File: config.mk
export PLATFORM = sky130hd
export DESIGN_NAME = bmf_latent_search
export DESIGN_NICKNAME = d
export VERILOG_FILES = /design/src/rtl/bmf_pkg.sv /design/src/rtl/bmf_row_decode.sv /design/src/rtl/bmf_latent_search.sv
export SDC_FILE = /design/constraint.sdc
export NUM_CORES = 1
export LEC_CHECK = 0
export BUFFER_PORTS_ARGS = -buffer_cell sky130_fd_sc_hd__buf_2
export CORE_MARGIN = 8
export CORE_UTILIZATION = 45
export DETAILED_ROUTE_END_ITERATION = 16
export HOLD_SLACK_MARGIN = 0.02
export PLACE_DENSITY = 0.72
export SYNTH_ARGS = -nofsm -noshare
export SYNTH_HDL_FRONTEND = slang
export SYNTH_SLANG_ARGS = --single-unit
export TNS_END_PERCENT = 50
File: constraint.sdc
create_clock -name clk -period 2.3 [get_ports clk]
set_input_delay 0.345 -clock clk [delete_from_list [all_inputs] [get_ports clk]]
set_output_delay 0.345 -clock clk [all_outputs]
set_load 0.02 [all_outputs]
File: src/rtl/bmf_pkg.sv
// Shared types and helpers for the BMF decompressor family.
// Holds the search FSM encoding, the popcount helper and the basis row type.
package bmf_pkg;

    typedef enum logic [1:0] {
        ST_IDLE   = 2'd0,
        ST_SEARCH = 2'd1,
        ST_DONE   = 2'd2
    } bmf_state_e;

    // Widest row any checker uses. Narrower rows are zero-extended into it.
    localparam int BMF_M_MAX = 16;

    typedef logic [BMF_M_MAX-1:0] bmf_row_t;

    function automatic logic [4:0] popcount16(input bmf_row_t v);
        logic [4:0] n;
        n = '0;
        for (int i = 0; i < BMF_M_MAX; i++) begin
            n = n + {4'd0, v[i]};
        end
        return n;
    endfunction

endpackage

File: src/rtl/bmf_row_decode.sv
// Combinational BMF decompressor: ORs together every basis row selected by a latent code.
module bmf_row_decode #(
    parameter int K = 4,
    parameter int M = 5
) (
    input  logic [K-1:0][M-1:0] h,
    input  logic [K-1:0]        code,
    output logic [M-1:0]        dec
);

    always_comb begin
        dec = '0;
        for (int j = 0; j < K; j++) begin
            if (code[j]) begin
                dec = dec | h[j];
            end
        end
    end

endmodule

File: src/rtl/bmf_latent_search.sv
// Exhaustive latent-code search: finds the code whose decoded vector is closest in Hamming
// distance to a target, one candidate per cycle through a two-stage (decode, compare) pipeline.
//
// Handshakes: a transfer happens on a rising edge where valid and ready are both high; valid
// never depends on ready, and a raised valid holds its payload until that transfer.
module bmf_latent_search
    import bmf_pkg::*;
#(
    parameter  int K  = 4,
    parameter  int M  = 5,
    localparam int DW = $clog2(M + 1),
    localparam int IW = (K > 1) ? $clog2(K) : 1
) (
    input  logic          clk,
    input  logic          rst_n,
    input  logic          cfg_we,
    input  logic [IW-1:0] cfg_idx,
    input  logic [M-1:0]  cfg_row,
    output logic          busy,
    input  logic          in_valid,
    output logic          in_ready,
    input  logic [M-1:0]  in_target,
    output logic          out_valid,
    input  logic          out_ready,
    output logic [K-1:0]  out_code,
    output logic [DW-1:0] out_dist,
    output logic          out_exact
);

    localparam logic [1:0] IDLE   = ST_IDLE;
    localparam logic [1:0] SEARCH = ST_SEARCH;
    localparam logic [1:0] DONE   = ST_DONE;

    logic [1:0]         state;
    logic [K-1:0][M-1:0] h;
    logic [M-1:0]       target;
    logic [K:0]         cand;
    logic [M-1:0]       dec;
    logic [DW-1:0]      dist_c;

    // Stage-2 registers: distance of the candidate decoded in the previous cycle.
    logic               vld_q;
    logic [DW-1:0]      dist_q;
    logic [K-1:0]       code_q;

    logic [DW-1:0]      best_dist;
    logic [K-1:0]       best_code;
    logic               upd;
    logic [DW-1:0]      new_dist;
    logic [K-1:0]       new_code;
    logic               finish;

    assign busy      = (state != IDLE);
    assign in_ready  = (state == IDLE);
    assign out_valid = (state == DONE);

    bmf_row_decode #(
        .K (K),
        .M (M)
    ) u_dec (
        .h    (h),
        .code (cand[K-1:0]),
        .dec  (dec)
    );

    assign dist_c = DW'(popcount16(BMF_M_MAX'(dec ^ target)));

    // Strict less-than keeps the lower code on ties, since candidates arrive in ascending order.
    assign upd      = (dist_q < best_dist);
    assign new_dist = upd ? dist_q : best_dist;
    assign new_code = upd ? code_q : best_code;
    assign finish   = vld_q && ((dist_q == '0) || (code_q == {K{1'b1}}));

    always_ff @(posedge clk or negedge rst_n) begin
        if (!rst_n) begin
            h <= '0;
        end else if (cfg_we && (state == IDLE) && (int'({1'b0, cfg_idx}) < K)) begin
            h[cfg_idx] <= cfg_row;
        end
    end

    always_ff @(posedge clk or negedge rst_n) begin
        if (!rst_n) begin
            state     <= IDLE;
            target    <= '0;
            cand      <= '0;
            vld_q     <= 1'b0;
            dist_q    <= '0;
            code_q    <= '0;
            best_dist <= '1;
            best_code <= '0;
            out_code  <= '0;
            out_dist  <= '0;
            out_exact <= 1'b0;
        end else begin
            case (state)
                IDLE: begin
                    if (in_valid) begin
                        target    <= in_target;
                        cand      <= '0;
                        vld_q     <= 1'b0;
                        best_dist <= '1;
                        best_code <= '0;
                        state     <= SEARCH;
                    end
                end
                SEARCH: begin
                    if (vld_q) begin
                        best_dist <= new_dist;
                        best_code <= new_code;
                    end
                    if (finish) begin
                        state     <= DONE;
                        out_code  <= new_code;
                        out_dist  <= new_dist;
                        out_exact <= (new_dist == '0);
                        vld_q     <= 1'b0;
                    end else if (!cand[K]) begin
                        dist_q <= dist_c;
                        code_q <= cand[K-1:0];
                        vld_q  <= 1'b1;
                        cand   <= cand + 1'b1;
                    end else begin
                        vld_q <= 1'b0;
                    end
                end
                DONE: begin
                    if (out_ready) begin
                        state <= IDLE;
                    end
                end
                default: state <= IDLE;
            endcase
        end
    end

endmodule

# == Word level (Yosys, flattened, before mapping) ==
# Cells that the tools add are included.
# classes
multipliers,0
magnitude_cmp,3
div,0
n_addsub,16
n_reduce_logical,17
eq_ne,9
mux,27
n_bitwise,6
shift,0
# ops
op,count
$mux 5,8
$add 3x1->3 const B,11
$bwmux 20,1
$or 5x5->5,3
$mux 4,3
$reduce_and 3->1,4
$demux 5 s2,1
$ne 2x2->1 const B,5
$pmux 5 s2,1
$mux 3,3
$pmux 4 s2,1
$add 3x1->3,2
$logic_not 3->1,2
$mux 2,3
$pmux 2 s3,1
$pmux 3 s2,1
$reduce_and 2->1,3
$add 5x1->5 const B,1
$xor 5x5->5,1
$eq 4x4->1 const B,1
$reduce_and 4->1,1
$reduce_bool 2->1,2
$add 2x1->3,1
$logic_and 1x1->1,3
12 further kinds,15
# totals
ram_bits,0
rom_bits,0
latchBits,0
n_memories,0
regBits,55

# == Logic depth before layout (Yosys ltp) ==
# depth
word_depth,23
mapped_depth,9

# == Modules after synthesis ==
# From an unflattened synthesis, not the netlist that was laid out.
# hier_totals
hier_cells,215
area_unflattened_um2,2630.0
# modules_own_cells
mod,seq_area_each_um2,cells_per_inst,n_inst,area_each_um2
bmf_latent_search,1380.1,200,1,2536.2
bmf_row_decode,0.0,15,1,93.8

# == Worst setup path before layout ==
# Ideal clock, no wire load.
# synth_path
kind,reg-to-reg
from,register cand[1]
to,register dist_q[1]
synth_period_minus_slack_ns,2.529
t_required_ns,2.184
arrival_ns,2.412
path_stages_with_launch,10
path_slack_ns,-0.229
cell_sequence,dfrtp_1 -> clkbuf_1 -> a22o_1 -> a221oi_1 -> xnor2_1 -> fa_1 -> fa_1 -> ha_1 -> nand2_1 -> nand2_1
# synth_via
elab_chain_cells,21
# synth_lines
item,line,rtl
start: declaration,bmf_latent_search.sv:37,logic [K:0] cand;
start signal: assignment,bmf_latent_search.sv:122,cand <= cand + 1'b1;
$mux 5 *,bmf_row_decode.sv:14,if (code[j]) begin
$or 5x5->5,bmf_row_decode.sv:15,dec = dec | h[j];
$mux 5 *,bmf_row_decode.sv:14,
$or 5x5->5,bmf_row_decode.sv:15,
$mux 5 *,bmf_row_decode.sv:14,
$xor 5x5->5 *,bmf_latent_search.sv:66,assign dist_c = DW'(popcount16(BMF_M_MAX'(dec ^ target)));
$add 1x1->2,bmf_pkg.sv:20,"n = n + {4'd0, v[i]};"
$add 2x1->3,bmf_pkg.sv:20,
$add 3x1->3,bmf_pkg.sv:20,
$add 3x1->3 * (12 in series),bmf_pkg.sv:20,
via dist_c[1],bmf_latent_search.sv:39,logic [DW-1:0] dist_c;
end signal: assignment,bmf_latent_search.sv:119,dist_q <= dist_c;
end: declaration,bmf_latent_search.sv:43,logic [DW-1:0] dist_q;
# The timed path passes the listed nets; every way through them passes the cells marked *.
# A chain may end at the register's enable or synchronous reset.

# == Worst setup path in the final report ==
# layout_path
from,register cand[2]
to,register dist_q[1]
# layout_via
elab_chain_cells,19
# layout_lines
item,line
$mux 5 *,bmf_row_decode.sv:14
$or 5x5->5,bmf_row_decode.sv:15
$mux 5 *,bmf_row_decode.sv:14
$xor 5x5->5 *,bmf_latent_search.sv:66
$add 1x1->2,bmf_pkg.sv:20
$add 2x1->3,bmf_pkg.sv:20
$add 3x1->3,bmf_pkg.sv:20
$add 3x1->3 * (12 in series),bmf_pkg.sv:20
via dist_c[1],bmf_latent_search.sv:39
# Marks and branches as above.

==> flow_summary.toml <==
[run_status]
outcome = "complete, no violations"

[place]
pre_cts_ws_ns = 0.00486
port_buffers = 27
place.gp.congestion = 0.770
dp_cells = 327
dp_hpwl_um = 3890
placed_area_sq_mm = 0.00296

[synthesis]
synthMuxAreaShare = 0.166
synth_top_family_by_area = "multiplexers"
synth_area_leaders = "dfrtp_1 49%, mux2_2 12%, mux2i_1 4.2%"
synth-xor-area-share = 0.0166
yosysWarnings = 0
syn_inst = 222
synthesis.nets = 246
async_reset_ff_frac = 1.00
synth_top_cell_by_area = "dfrtp_1"
synth-edff-count = 0
yosysUniqueCellTypes = 40
synthAdderAreaFrac = 0.0390
synth_compound_area_frac = 0.106
synth_flop_cell = "dfrtp_1"
syn_avg_cell_area_sq_um = 11.9
yosys.area_share.simple = 0.119
synth_top_area_frac = 0.494
synthesis.area_sq_mm = 0.00263
synth_seq_area_share = 0.524
ys_seq_elements = 55

[pwr]
powerDensity_mw_per_mm2 = 1670
ir_drop_uv = 766
power.leakage_nw = 1.46

[timing]
fin_ws_ns = 0.0112
slew_headroom = 0.703
finalSetupViolCount = 0
timing.final.crit_share = 0.995
worst_pin_slew_ns = 0.446
hold_violations = 0
finalSetupTns_ns = 0
skew_ns = 0.0106
rsz0062_at_grt = "true"
period_minus_slack_ns = 2.29
max_freq_mhz = 437
slew_viol_final = 0

[layout]
diodes = 0
layout.nets = 285
design_area_sq_mm = 0.00309
final_layout_size_suffix_gt1_frac = 0.351
layoutNonFillerInstCount = 337
area_growth_pct = 17.5

[critical_path]
arrival_ns = 2.53
required_ns = 2.54
crit_path_start_kind = "flop"
critPathKind = "flop to flop"
critPathCaptureType = "flop"
cp_max_fo = 4

[detailed_routing]
vias = 1773
drtPass1Iterations = 4
drtIter0Drc = 72
wirelength_um = 5230
drc_errors = 0
wl_per_cell_um = 15.5
drt.antenna.violating_nets = 0
via_per_inst = 5.26

[flow_run]
cap_violations = 0

[clock_network]
cts.sinks = 55
clkLatencyLatePin_ns = 0.31
cts-htree-levels = 2
cts_tree = "done"
cts_root_buf = "clkbuf_8"
numCtsBuffers = 5
clkTransAtPathRegs_ns = 0.10
ctsLongestPathBuffers = 2

[global_route]
grt_antenna_before_repair = 0
overflow = 0
track_usage = 0.130
grt_max_degree = 56
grt_pass1_vias = 1858
grt_first_pass_wirelength_um = 8930

[die]
coreArea_sq_mm = 0.00578
boundaryPins = 28
dieArea_sq_mm = 0.00855
die_w_um = 92.5
start_util = 0.455
rows = 28
die_h_um = 92.5

[hold_path]
hp-class = "input pin to asynchronous set/reset pin"
## per-layer routing
| metal | part of all wire | wire length [um] | vias up | track usage |
|---|---|---|---|---|
| met5 | 0 | 0 | - | 0 |
| met4 | 0.016 | 84 | 0 | 0.0577 |
| met3 | 0.043 | 224 | 8 | 0.0332 |
| met2 | 0.47 | 2470 | 30 | 0.209 |
| met1 | 0.47 | 2450 | 866 | 0.163 |
| li1 | - | - | 869 | - |
## where the power goes
part           internal (W)  switching (W)
Clock              0.000353       0.000306
Combinational       0.00133        0.00133
Sequential          0.00147       0.000384
Total               0.00314        0.00202
## cells by family after synthesis
family                   count (synthesis)
XOR/XNOR                                 5
AO/OA/AOI/OAI                           38
AND/OR/NAND/NOR                         58
adder cells (fa/ha/maj)                  7
buffers and inverters                   19
flip-flops                              55
multiplexers                            40
## through the flow
step / total power (W) / hold slack [ns] / utilization
finish: 0.00517 / 0.0180 / 0.535
global route: 0.00562 / 0.0360 / 0.535
CTS: 0.00521 / 0.0274 / 0.534
detailed placement: 0.00452 / 0.367 / 0.512
global placement: 0.00440 / 0.363 / 0.512
floorplan: 0.00385 / 0.0494 / -
## cell usage in the layout (no fill, tap or decap), types with 4 or more instances in the layout
| cell | Yosys | routed |
|---|---|---|
| clkbuf_8 | 0 | 6 |
| ha_1 | 5 | 4 |
| mux2_2 | 28 | 28 |
| xnor2_1 | 5 | 5 |
| o21ai_0 | 11 | 11 |
| mux2i_1 | 11 | 11 |
| buf_2 | 4 | 27 |
| dfrtp_1 | 52 | 51 |
| a21oi_1 | 8 | 8 |
| inv_1 | 10 | 10 |
| buf_4 | 0 | 13 |
| nand2_1 | 26 | 26 |
| a22o_1 | 5 | 5 |
| nor2_1 | 14 | 14 |
## state kept, by name (all words and copies together), names as in the netlist
name and flops:
best_code 4, best_dist 3, cand 5, code_q 4, dist_q 3, h 20
out_code 4, out_dist 3, out_exact 1, state 2, target 5, vld_q 1
## repair_timing
item,CTS,global route
buffers inserted,1,1
pin swaps,1,1
gates resized for setup,0,1
hold buffers,0,0
setup endpoints to repair,1,3
## cell type report
| cell class | count | area, sq um |
|---|---|---|
| Clock buffer | 6 | 82.6 |
| Clock inverter | 2 | 35.0 |
| Fill cell | 513 | 2690 |
| Inverter | 10 | 37.5 |
| Multi-Input combinational cell | 148 | 1210 |
| Sequential cell | 55 | 1380 |
| Tap cell | 75 | 93.8 |
| Timing Repair Buffer | 41 | 253 |
## final timing paths
path	slack, ns	startpoint	depth (start not counted)	to
worst max-delay path	0.01	cand[2]$_DFFE_PN0P_	8	dist_q[1]$_DFFE_PN0P_
worst min-delay path	0.02	rst_n	2	state[0]$_DFFE_PN0P_
worst max register to register	0.01	cand[2]$_DFFE_PN0P_	8	dist_q[1]$_DFFE_PN0P_
worst min register to register	0.50	out_exact$_DFFE_PN0P_	2	out_exact$_DFFE_PN0P_
max in group asynchronous	1.99	rst_n	2	best_dist[0]$_DFFE_PN1P_
min in group clk	0.24	out_ready	2	state[1]$_DFFE_PN0P_
## cells in the mapped netlist, types with 2 or more instances
library cell	n
a21oi_1	8
a221oi_1	5
a22o_1	5
buf_2	4
clkbuf_1	5
dfrtp_1	52
dfstp_2	3
fa_1	2
ha_1	5
inv_1	10
mux2_2	28
mux2i_1	11
nand2_1	26
nand3_1	3
nor2_1	14
nor3_1	3
o21ai_0	11
xnor2_1	5
## worst max-delay path, stage by stage, from the launching register on
cell	delay [ns]
dfrtp_1	0.42
a22o_1	0.25
a221oi_2	0.19
xnor2_1	0.18
fa_1	0.47
fa_2	0.37
ha_4	0.27
nand2_1	0.04
nand2_1	0.05
No activity file was read; power rests on OpenSTA's default activity.
